==> config.mk <==
export PLATFORM = sky130hd
export DESIGN_NAME = f4_ram_ctrl
export DESIGN_NICKNAME = d
export VERILOG_FILES = /design/src/rtl/f4_ram_ctrl.sv
export SDC_FILE = /design/constraint.sdc
export NUM_CORES = 1
export LEC_CHECK = 0
export BUFFER_PORTS_ARGS = -buffer_cell sky130_fd_sc_hd__buf_2
export CORE_AREA = 2 2 409 411
export CTS_CLUSTER_DIAMETER = 200
export CTS_CLUSTER_SIZE = 30
export DETAILED_ROUTE_END_ITERATION = 8
export DIE_AREA = 0 0 411 413
export SYNTH_ARGS = -nofsm -noshare
export SYNTH_HDL_FRONTEND = slang
export SYNTH_SLANG_ARGS = --single-unit
==> constraint.sdc <==
create_clock -name clk -period 4.2 [get_ports clk]
set_clock_uncertainty 0.2 [all_clocks]
set_input_delay 0.42 -clock clk [delete_from_list [all_inputs] [get_ports clk]]
set_output_delay 0.42 -clock clk [all_outputs]
set_load 0.02 [all_outputs]
==> src/rtl/f4_ram_ctrl.sv <==
// F4 frame buffer controller: fills a NUM_WORDS x 256b RAM from a producer, then drains it NUM_PASSES times to a consumer.
// Latency: write is combinational pass-through to the RAM port; read data returns one cycle after issue (RAM read latency).
// Backpressure: in_ready is high only while filling; rd_en gates read issue, returning data is never stalled.
module f4_ram_ctrl #(
    parameter int NUM_WORDS  = 25,
    parameter int NUM_PASSES = 1
) (
    input  logic         clk,
    input  logic         rst,
    input  logic         in_valid,
    input  logic [255:0] in_data,
    output logic         in_ready,
    output logic         f4_wr_en,
    output logic [6:0]   f4_waddr,
    output logic [255:0] f4_wdata,
    output logic [6:0]   f4_raddr,
    input  logic [255:0] f4_rdata,
    input  logic         rd_start,
    input  logic         rd_en,
    output logic         rd_valid,
    output logic [255:0] rd_data,
    output logic         rd_last,
    output logic         frame_done,
    output logic [1:0]   state_o
);

    localparam logic [6:0] LAST_WORD = 7'(NUM_WORDS - 1);
    localparam logic [7:0] LAST_PASS = 8'(NUM_PASSES - 1);

    typedef enum logic [1:0] {
        ST_IDLE  = 2'd0,
        ST_FULL  = 2'd1,
        ST_DRAIN = 2'd2
    } state_t;

    state_t     state;
    state_t     state_nxt;
    logic [6:0] wr_cnt;
    logic [6:0] rd_cnt;
    logic [7:0] pass_cnt;
    logic       issue;
    logic       issue_wrap;
    logic       issue_final;

    // Word-of-pass and end-of-frame flags for the read being issued this cycle.
    assign issue_wrap  = issue && (rd_cnt == LAST_WORD);
    assign issue_final = issue_wrap && (pass_cnt == LAST_PASS);

    assign f4_waddr = wr_cnt;
    assign f4_wdata = in_data;
    assign f4_raddr = rd_cnt;
    assign rd_data  = f4_rdata;
    assign state_o  = state;

    // State register; the unused encoding falls back to IDLE through the next-state logic.
    always_ff @(posedge clk) begin
        if (rst) begin
            state <= ST_IDLE;
        end else begin
            state <= state_nxt;
        end
    end

    // Next-state and handshake decode; the final issue leaves DRAIN at once so its
    // returning word and frame_done coincide with IDLE (buffer already free to refill).
    always_comb begin
        state_nxt = state;
        in_ready  = 1'b0;
        f4_wr_en  = 1'b0;
        issue     = 1'b0;
        case (state)
            ST_IDLE: begin
                in_ready = 1'b1;
                f4_wr_en = in_valid;
                if (in_valid && (wr_cnt == LAST_WORD)) begin
                    state_nxt = ST_FULL;
                end
            end
            ST_FULL: begin
                if (rd_start) begin
                    state_nxt = ST_DRAIN;
                end
            end
            ST_DRAIN: begin
                issue = rd_en;
                if (rd_en && (rd_cnt == LAST_WORD) && (pass_cnt == LAST_PASS)) begin
                    state_nxt = ST_IDLE;
                end
            end
            default: begin
                state_nxt = ST_IDLE;
            end
        endcase
    end

    // Write address counter: advances per accepted word, clears on the frame's last word.
    always_ff @(posedge clk) begin
        if (rst) begin
            wr_cnt <= '0;
        end else if (f4_wr_en) begin
            if (wr_cnt == LAST_WORD) begin
                wr_cnt <= '0;
            end else begin
                wr_cnt <= wr_cnt + 7'd1;
            end
        end
    end

    // Read address and pass counters: restart on drain entry, wrap per pass, idle at 0 outside DRAIN.
    always_ff @(posedge clk) begin
        if (rst) begin
            rd_cnt   <= '0;
            pass_cnt <= '0;
        end else if ((state == ST_FULL) && rd_start) begin
            rd_cnt   <= '0;
            pass_cnt <= '0;
        end else if (issue) begin
            if (issue_wrap) begin
                rd_cnt   <= '0;
                pass_cnt <= issue_final ? 8'd0 : (pass_cnt + 8'd1);
            end else begin
                rd_cnt <= rd_cnt + 7'd1;
            end
        end
    end

    // Read-return flags track the RAM's one-cycle latency; reset drops any in-flight read.
    always_ff @(posedge clk) begin
        if (rst) begin
            rd_valid   <= 1'b0;
            rd_last    <= 1'b0;
            frame_done <= 1'b0;
        end else begin
            rd_valid   <= issue;
            rd_last    <= issue_wrap;
            frame_done <= issue_final;
        end
    end

endmodule

==> results of run 1 <==
[flip-flops by register name (all words and copies together), names as in the netlist]
register and flops:
state_o 2, f4_raddr 7, rd_last 1, frame_done 1, pass_cnt 8, rd_valid 1
f4_waddr 7
[cells in the final DEF (no fill, tap or decap), drive strengths merged]
| cell type | instances |
|---|---|
| a31o | 1 |
| nor2 | 24 |
| ha | 6 |
| or3 | 1 |
| buf | 25 |
| clkinvlp | 1 |
| a21o | 1 |
| o311ai | 1 |
| nand4b | 1 |
| nor2b | 1 |
| nor4 | 2 |
| nand4 | 13 |
| nor4b | 1 |
| a211oi | 1 |
| nand2 | 9 |
| and3b | 1 |
| clkbuf | 3 |
| inv | 8 |
| and3 | 6 |
| nor3 | 4 |
| o21ai | 1 |
| xnor2 | 3 |
| nand2b | 1 |
| dfxtp | 27 |
| xor2 | 13 |
| and2 | 2 |
| a31oi | 1 |
| nand3 | 5 |
| nor3b | 1 |
| a21oi | 7 |
| nand3b | 3 |
[layer usage]
layer / routed length [µm] / GRT usage
met1: 6701 / 0.02108
met2: 47500 / 0.1881
met3: 49970 / 0.2674
met4: 1929 / 0.02128
met5: 46 / 0.001696
[how the worst max path moves through the flow]
stage	slack [ps]	to	depth (start not counted)
after global routing	1650	f4_wr_en	2
after detailed placement	1950	f4_wr_en	3
after floorplan	2370	f4_waddr[5]$_SDFFE_PP0P_	5
final	1800	f4_wr_en	2
after CTS	1750	f4_wr_en	2
after global placement	1970	f4_wr_en	3
[cell type report]
| type | instances | area, µm² | share of cell area |
|---|---|---|---|
| tap | 2204 | 2758 | 0.6450 |
| multi-input combinational | 110 | 739.5 | 0.1730 |
| sequential | 27 | 540.5 | 0.1264 |
| timing repair buffer | 25 | 125.1 | 0.02927 |
| clock buffer | 3 | 75.07 | 0.01756 |
| inverter | 8 | 30.03 | 0.007024 |
| clock inverter | 1 | 7.507 | 0.001756 |
[critical path: stages (launching register included)]
cell and delay (ps):
dfxtp_1 390, nor3b_2 800, buf_2 310
[power by group]
part / switching [W] / internal [W] / total (W) / leakage (nW)
Clock: 0.000116 / 0.000131 / 0.000247 / 0.0371
Combinational: 0.0000196 / 0.00000775 / 0.0000274 / 0.409
Sequential: 0.00000274 / 0.000258 / 0.000261 / 0.218
[per-stage QoR]
stage	total power (W)	instance area [µm²]	cells	hold slack [ps]
final	0.0005345	4275	2378	279.0
after global routing	0.0005596	4275	2378	292.8
after CTS	0.0005461	4275	2378	276.6
after detailed placement	0.0002952	4193	2374	301.1
after global placement	0.0002948	4193	2374	291.3
after floorplan	0.0009925	5171	661	270.0
[kinds of logic after synthesis]
logic type | after synthesis | synth area share
and+or+nand+nor | 75 | 0.08541
AOI/OAI and AO/OA | 13 | 0.01597
xor gates and xnor gates | 16 | 0.02710
adders and majority gates | 6 | 0.01452
DFF | 27 | 0.1045
buffers and inverters | 524 | 0.7525
==> impl_results.md, run 1 <==
- Status: finished, final reports clean
- First-pass iteration count of the detailed router: 4
- First-pass GRT wire length: between 100 and 150 mm
- HP Start: in_valid
- Final min period: 2398 ps
- Unique masters post-synth: 36
- Area contributors post-synth: buf_4, dfxtp_1, xor2_1, nor2_1, nand4_1
- Leakage: ~0.66 nW
- # H-tree levels: 1
- Num CTS Buffers: 3
- Post-CTS Hold Fix Bufs: 0
- R2R Setup Slk: 2090 ps
- Fin util: 0.02577
- Die height: about 410 µm
- Clock sinks: 27
- Worst R2R Start: f4_waddr[1]$_SDFFE_PP0P_
- Least-Margin Pin Slew: 943.9 ps
- Clock root buffer: clkbuf_16
- Clock transition at the registers of the reported paths: 80 ps
- Hpwl dp: approximately 100 mm
- Final setup fails: 0
- Initial antenna violation count: 0
- Global-route usage over all layers: 0.1194
- Yosys warning total: 0
- Post-DR wirelength/cell: 44.64 µm
- Largest net degree at the start of global routing: 17
- Post-synth top area share: 0.7433
- # DRC: 0
- RSZ-0062 raised after global routing: no
- Syn avg cell area: 7.823 µm²
- P&R area growth vs syn: -17.32%
- Post-route clock period utilization: 0.5709
- Routed vias/inst: about 0.99
- Crit. End Element: primary output
- Cells on Worst Hold Path: 3
- Layout cell share with drive strength beyond 1: 0.2184
- Gp weighted congestion: around 0.90
- Main synth FF type: dfxtp_1
- Initial Util: 0.03117
- Ant. Diodes: 0
- CTS Buffer Depth: 2
- Yosys top cell by area: buf_4
- Crit path DAT: 1780 ps
- Final hold viol count: 0
- Worst r2r dst: f4_waddr[4]$_SDFFE_PP0P_
- Die footprint: 0.1697 mm²
- Number of synthesized flops with an enable pin: 0
- Max_cap viols: 0
- Synthesized flop and latch total: 27
- Worst-path maximum fanout: 10
- Relative slew margins: 0.3659
- Maximum VDD drop: between 100 and 150 µV
- DR iter-0 viols: 117
- Pre-CTS worst setup slack: 1949 ps
- Die W: between 400 and 500 µm
- Register area share after synthesis: 0.1045
- Worst Hold Class: in2reg
- Async set-reset flop share out of synthesis: 0
- WHS Endpoint: state_o[0]$_SDFFE_PP0P_
- Synth cell count leaders: buf_4, dfxtp_1, nor2_1
- Vias in the first global route: between 2000 and 2500
- Max-slew violation count: 0
- Top-count cell post-synth: buf_4
- Postcts setup bufs: 0
- Cells after Synth: 661
- Mapped Area: slightly above 0.005 mm²
- Final ANT Viol Nets: 0
- R2R cell count: 6
- CTS tree: yes
- Grt ovf: 0
- Final setup TNS: 0 ps
- Port bufs: 25
- Io pins: approximately 1100
- Row cnt: 150
- Placeable core area: around 0.17 mm²
- Syn nets: 1184
- Post-layout worst setup margin: 1802 ps
- # nets final: 698
- Post_cts resized: 0
- Fmax: 417.1 MHz
- CP startpoint kind: flip-flop
- Clk Latency, worst-skew pair: 280 ps
- Fill cells: 19900
- WL final: 106.1 mm
- Power Density: 125.0 mW/mm²
- Critical path class: reg2out
- Routed vias: 2353
- Setup crit start: state_o[0]$_SDFFE_PP0P_
- Worst endpoint required time: 3580 ps
Power figures use the tool's default switching activity.
==> run 2: changes to the inputs <==
--- a/config.mk
+++ b/config.mk
@@ -6,11 +6,11 @@
 export NUM_CORES = 1
 export LEC_CHECK = 0
 export BUFFER_PORTS_ARGS = -buffer_cell sky130_fd_sc_hd__buf_2
-export CORE_AREA = 2 2 409 411
+export CORE_AREA = 2 2 412 414
 export CTS_CLUSTER_DIAMETER = 200
 export CTS_CLUSTER_SIZE = 30
 export DETAILED_ROUTE_END_ITERATION = 8
-export DIE_AREA = 0 0 411 413
+export DIE_AREA = 0 0 414 416
 export SYNTH_ARGS = -nofsm -noshare
 export SYNTH_HDL_FRONTEND = slang
 export SYNTH_SLANG_ARGS = --single-unit
==> constraint.sdc (replaced) <==
create_clock -name clk -period 2.5 [get_ports clk]
set_clock_uncertainty 0.2 [all_clocks]
set_input_delay 0.25 -clock clk [delete_from_list [all_inputs] [get_ports clk]]
set_output_delay 0.25 -clock clk [all_outputs]
set_load 0.02 [all_outputs]
==> run 2 against run 1 <==
  * Highest routed layer is now met4
  * Register-to-register slack worse by 1800 ps
  * Cell area rose by 0.59%
  * Hold slack worse by 190 ps
  * Die area rose by 1.5%
  * Largest cell class unchanged
  * Global-route usage shrank 0.97 points
  * Critical path depth stayed put
  * Sequential cell count unchanged
  * Core utilization about the same
  * First-iteration DRC count increased by 38%
==> impl_results.md, run 2 (synthesis gave the netlist of run 1 again) <==
- Status: finished, final reports clean
- Die W: 414 µm (+0.73%)
- R2R Setup Slk: 320 ps (-1770 ps)
- # H-tree levels: 1 (unchanged)
- Net Sw Power: 0.0002273 W (+64%)
- Leakage: 0.6697 nW (+0.82%)
- Post-CTS Hold Fix Bufs: 0 (unchanged)
- Fill cells: 20120 (+1.1%)
- Final setup fails: 0 (unchanged)
- Cell Count, Final, Fillers Out: 2393 (+0.63%)
- Routed vias: 2266 (-3.7%)
- Die footprint: 0.1722 mm² (+1.5%)
- Clock share of power: 0.463 (+0.002)
- CTS tree: yes
- Ant. Diodes: 0 (unchanged)
- Vias in the first global route: 2080 (-0.19%)
- Maximum VDD drop: 231.9 µV (+67%)
- First-pass iteration count of the detailed router: 6 (+2)
- Clk Latency, worst-skew pair: 290 ps (about the same)
- Num CTS Buffers: 3 (unchanged)
- Worst endpoint required time: 2050 ps (-1530 ps)
- Initial antenna violation count: 4 (+4)
- Die height: 416 µm (+0.73%)
- Worst Hold Class: in2reg
- WL final: 98.59 mm (-7.1%)
- Slowest cell on crit path: nor3b_2
- Most flops, register: pass_cnt
- Global-route usage over all layers: 0.1097 (-0.009677)
- Row cnt: 151 (+0.67%)
- Postcts setup bufs: 0 (unchanged)
- Crit path DAT: 1840 ps (+60 ps)
- Clock sinks: 27 (unchanged)
- Pint: 0.0006658 W (+68%)
- # DRC: 0 (unchanged)
- Hpwl dp: 96.34 mm (-7.0%)
- Initial Util: 0.03075 (-0.0004152)
- Relative slew margins: 0.3014 (-0.06451)
- Most common cell after layout, fill and taps aside: dfxtp_1
- Max_cap viols: 0 (unchanged)
- Fmax: 436.0 MHz
- CP startpoint kind: flip-flop
- CTS Buffer Depth: 2 (unchanged)
- Final Total Pwr: 0.0008930 W (+67%)
- Post-route clock period utilization: 0.9174
- Crit-path cells: nor3b_2 -> buf_2
- Power Density: 207.7 mW/mm² (+66%)
- Sw frac: 0.2545 (-0.004408)
- Seq pwr share: 0.490 (+0.003)
- Final setup TNS: 0 ps (unchanged)
- Clock root buffer: clkbuf_16
- Critical path class: reg2out
- Comb pwr share: 0.047 (-0.004)
- Max-slew violation count: 0 (unchanged)
- Cell Area, Placed: 0.004218 mm² (+0.60%)
- Crit. End Element: primary output
- Placeable core area: 0.1681 mm² (+1.4%)
- Post_cts resized: 0 (unchanged)
- Clock transition at the registers of the reported paths: 90 ps (about the same)
- Port bufs: 25 (unchanged)
- Commonest non-fill, non-tap cells in the layout: dfxtp_1, buf_2, nor2_1
- DR iter-0 viols: 162 (+38%)
- CP max stage delay: 840 ps (+40 ps)
- # nets final: 699 (+0.14%)
- Hold WS: 85.42 ps (-193.6 ps)
- Post-DR wirelength/cell: 41.20 µm (-7.7%)
- Number of placed instances with taps included: 2389 (+0.63%)
- Final ANT Viol Nets: 0 (unchanged)
- Design Area, Final: 0.004300 mm² (+0.59%)
- Io pins: 1050 (unchanged)
- Grt ovf: 0 (unchanged)
- Layout cell share with drive strength beyond 1: 0.2229 (+0.004466)
- RSZ-0062 raised after global routing: no
- Final hold viol count: 0 (unchanged)
- Final min period: 2293 ps
- Largest net degree at the start of global routing: 17 (unchanged)
- P&R area growth vs syn: -16.84%
- Gp weighted congestion: 0.9473 (+5.5%)
- Worst-path maximum fanout: 10 (unchanged)
- Least-Margin Pin Slew: 1040 ps (+96.03 ps)
- Number of flip-flops in the largest register: 8 (unchanged)
- First-pass GRT wire length: 104.2 mm (-5.6%)
- Routed vias/inst: 0.9469 (-4.3%)
[run 2: changes by cell type in the layout (fill, tap and decap cells not counted)]
cell   before  now
buf_4       0    1
[run 2: layout make-up]
type,count,area (µm²),area share
clock buffer,3,75.07,0.01746
multi-input combinational,110,739.5,0.1720
sequential,27,540.5,0.1257
timing repair buffer,26,132.6,0.03084
inverter,8,30.03,0.006983
tap,2218,2775,0.6453
clock inverter,1,7.507,0.001746
[run 2: final timing paths]
kind	start	endpoint	cells past startpoint
worst min register to register	pass_cnt[1]$_SDFFE_PP0P_	pass_cnt[1]$_SDFFE_PP0P_	2
worst min-delay path	in_valid	state_o[0]$_SDFFE_PP0P_	3
worst max-delay path	state_o[0]$_SDFFE_PP0P_	f4_wr_en	2
worst max register to register	f4_waddr[0]$_SDFFE_PP0P_	f4_waddr[2]$_SDFFE_PP0P_	6
[run 2: power groups by stage]
stage | logic, W | registers, W | clock network [W]
after floorplan | 0.00122 | 0.000451 | 0
after global placement | 0.0000417 | 0.000448 | 0
after detailed placement | 0.0000430 | 0.000447 | 0
after CTS | 0.0000430 | 0.000437 | 0.000440
after global routing | 0.0000463 | 0.000438 | 0.000454
final | 0.0000418 | 0.000437 | 0.000414
[run 2: worst max-delay path: cells and delay by family, from the launching register on]
kind                   cells  cell delay (ps)
AND/OR/NAND/NOR            1              840
buffers and inverters      1              310
flip-flops                 1              390
[run 2: through the flow]
stage / setup WS [ps] / util
final: 206.5 / 0.02557
after global routing: 85.32 / 0.02557
after CTS: 172.6 / 0.02557
after detailed placement: 382.4 / 0.02508
after global placement: 398.0 / 0.02508
after floorplan: 667.5 / -
[run 2: per-layer routing]
layer | global-route usage | share of wire | up-vias
met5 | 0.001945 | 0 | -
met3 | 0.2387 | 0.46 | 74
met1 | 0.01937 | 0.064 | 782
li1 | - | - | 569
met2 | 0.1823 | 0.47 | 841
met4 | 0.008381 | 0.0087 | 0
==> run 3: changes to the inputs <==
--- a/config.mk
+++ b/config.mk
@@ -11,6 +11,7 @@
 export CTS_CLUSTER_SIZE = 30
 export DETAILED_ROUTE_END_ITERATION = 8
 export DIE_AREA = 0 0 414 416
+export SETUP_SLACK_MARGIN = 0.5
 export SYNTH_ARGS = -nofsm -noshare
 export SYNTH_HDL_FRONTEND = slang
 export SYNTH_SLANG_ARGS = --single-unit
==> run 3 against run 2 <==
  * Critical path depth is 4 higher
  * Non-clock buffer count is 4 higher
  * Core utilization hardly changed
  * Register-to-register slack better by 310 ps
  * First-iteration DRC count is 19% higher
  * Clock power is 1% lower
  * Maximum frequency is 23% higher
  * Global-route usage hardly changed
  * Cell area is 1.3% higher
  * Sequential power hardly changed
  * Die area stayed put
  * Largest cell class unchanged
  * Highest routed layer unchanged
==> impl_results.md, run 3 (synthesis gave the netlist of run 1 again) <==
- Row cnt: 151 (unchanged)
- Clk Latency, worst-skew pair: 290 ps (about the same)
- Max-slew violation count: 0 (unchanged)
- Port bufs: 25 (unchanged)
- Worst Hold Class: in2reg
- Post-route clock period utilization: 0.7467 (-0.1707)
- WHS Endpoint: state_o[0]$_SDFFE_PP0P_
- Layout cell share with drive strength beyond 1: 0.2514 (+0.02854)
- Placeable core area: 0.1681 mm² (unchanged)
- WL final: 98.63 mm (about the same)
- Routed vias/inst: 0.9504 (+0.36%)
- P&R area growth vs syn: -15.78%
- Hold WS: 93.29 ps (+7.870 ps)
- Vias in the first global route: 2075 (-0.24%)
- Wire length on met2: 46.33 mm (about the same)
- CP startpoint kind: flip-flop
- Number of flip-flops in the largest register: 8 (unchanged)
- First-pass GRT wire length: 104.2 mm (about the same)
- Critical path class: reg2reg
- Most flops, register: pass_cnt
- Grt ovf: 0 (unchanged)
- Initial antenna violation count: 4 (unchanged)
- Die height: 416 µm (unchanged)
- Io pins: 1050 (unchanged)
- R2R Setup Slk: 630 ps (+310 ps)
- Relative slew margins: 0.5931 (+0.2917)
- Global-route usage over all layers: 0.1097 (about the same)
- Clock root buffer: clkbuf_16
- Post-DR wirelength/cell: 41.15 µm (-0.13%)
- R2R cell count: 6 (unchanged)
- Final Total Pwr: 0.0008951 W (+0.23%)
- Clock sinks: 27 (unchanged)
- DR iter-0 viols: 193 (+19%)
- # nets final: 703 (+0.57%)
- Crit-path cells: inv_1 -> ha_1 -> nand4_1 -> nor4_4 -> a31o_1 -> a21oi_1
- Final hold viol count: 0 (unchanged)
- Hpwl dp: 96.34 mm (unchanged)
- WL met1: 6.292 mm (about the same)
- Leakage: 0.6980 nW (+4.2%)
- Worst-path maximum fanout: 6 (-4)
- Cells on Worst Hold Path: 3 (unchanged)
- Fin util: 0.02590 (+0.0003274)
- Final setup TNS: 0 ps (unchanged)
- RSZ-0062 raised after global routing: no
- Least-Margin Pin Slew: 607.1 ps (-432.8 ps)
- # H-tree levels: 1 (unchanged)
- Max_cap viols: 0 (unchanged)
- Die W: 414 µm (unchanged)
- CTS Buffer Depth: 2 (unchanged)
- Fmax: 535.7 MHz (+23%)
- Num CTS Buffers: 3 (unchanged)
- Largest net degree at the start of global routing: 17 (unchanged)
- Final setup fails: 0 (unchanged)
- Slowest cell on crit path: nor4_4
- Status: finished, final reports clean
- Initial Util: 0.03075 (unchanged)
- Clock transition at the registers of the reported paths: 80 ps (about the same)
- Worst R2R Start: f4_raddr[0]$_SDFFE_PP0P_
- First-pass iteration count of the detailed router: 6 (unchanged)
- # DRC: 0 (unchanged)
- Routed vias: 2278 (+0.53%)
- Met3 WL: 45.14 mm (about the same)
- Worst r2r dst: pass_cnt[7]$_SDFFE_PP0P_
- Power Density: 205.5 mW/mm² (-1.0%)
- Ant. Diodes: 0 (unchanged)
- Die footprint: 0.1722 mm² (unchanged)
- Final ANT Viol Nets: 0 (unchanged)
- Final min period: 1867 ps (-426.7 ps)
- Crit. End Element: flip-flop
- Commonest non-fill, non-tap cells in the layout: dfxtp_1, buf_2, nor2_1
- Top Layer Used: met4
- HP Start: in_valid
- Gp weighted congestion: 0.9473 (unchanged)
- CTS tree: yes
- CP max stage delay: 420 ps (-420 ps)
- Crit path DAT: 1820 ps (-20 ps)
- Maximum VDD drop: 223.2 µV (-3.8%)
- Worst endpoint required time: 2460 ps (+410 ps)
- Most common cell after layout, fill and taps aside: dfxtp_1
- Post-CTS Hold Fix Bufs: 0 (unchanged)
-- run 3: cell types whose count changed in the layout (fill, tap and decap cells not counted) --
cell,before,now
nor3_1,4,3
buf_12,0,1
buf_4,1,4
nor3b_2,1,0
nor3_2,0,1
and3b_1,1,0
nor3b_4,0,1
and3b_2,0,1
-- run 3: worst max-delay path by stage --
stage                                    end  cells past startpoint                      from  slack (ps)
floorplan           f4_waddr[5]$_SDFFE_PP0P_                      5   state_o[1]$_SDFFE_PP0P_         670
global placement    f4_waddr[3]$_SDFFE_PP0P_                      6  f4_waddr[0]$_SDFFE_PP0P_         400
finish              pass_cnt[7]$_SDFFE_PP0P_                      6  f4_raddr[0]$_SDFFE_PP0P_         630
detailed placement  f4_waddr[2]$_SDFFE_PP0P_                      6  f4_waddr[0]$_SDFFE_PP0P_         380
global route        pass_cnt[3]$_SDFFE_PP0P_                      6  f4_raddr[1]$_SDFFE_PP0P_         530
CTS                                 f4_wr_en                      2   state_o[0]$_SDFFE_PP0P_         420
-- run 3: stage by stage --
step,instance area [µm²],setup slack (ps),cells
2_1_floorplan,5171,667.5,661
3_3_place_gp,4218,398.0,2389
3_5_place_dp,4218,382.4,2389
4_1_cts,4312,418.2,2393
5_1_grt,4355,528.2,2397
6_report,4355,633.2,2397
-- run 3: area by class of cell --
cell class,instances,area [µm²]
inverter,8,30.03
clock buffer,3,75.07
multi-input combinational,110,752.0
sequential,27,540.5
tap,2218,2775
fill,20116,163800
clock inverter,1,7.507
timing repair buffer,30,175.2
-- run 3: report_power, final --
| group | total, W | internal [W] | switching, W |
|---|---|---|---|
| clock | 0.000408 | 0.000219 | 0.000189 |
| combinational | 0.0000494 | 0.0000191 | 0.0000303 |
| sequential | 0.000438 | 0.000433 | 0.00000439 |
-- run 3: critical path, delay by kind of cell, from the launching register on --
family | cells | cell delay (ps)
and+or+nand+nor | 2 | 690
DFF | 1 | 350
AOI/OAI and AO/OA | 2 | 260
adders and majority gates | 1 | 170
buffers and inverters | 1 | 70
-- run 3: routing by layer --
metal | vias up | track usage
met5 | - | 0.001945
met4 | 0 | 0.008381
met3 | 74 | 0.2387
met2 | 844 | 0.1823
met1 | 782 | 0.01935
li1 | 578 | -
-- run 3: repair_timing --
| item | in CTS | in global routing |
|---|---|---|
| endpoints found under the setup margin | 8 | 7 |
| pin swaps | 0 | 1 |
| buffers inserted | 0 | 4 |
| gates resized for setup | 2 | 1 |
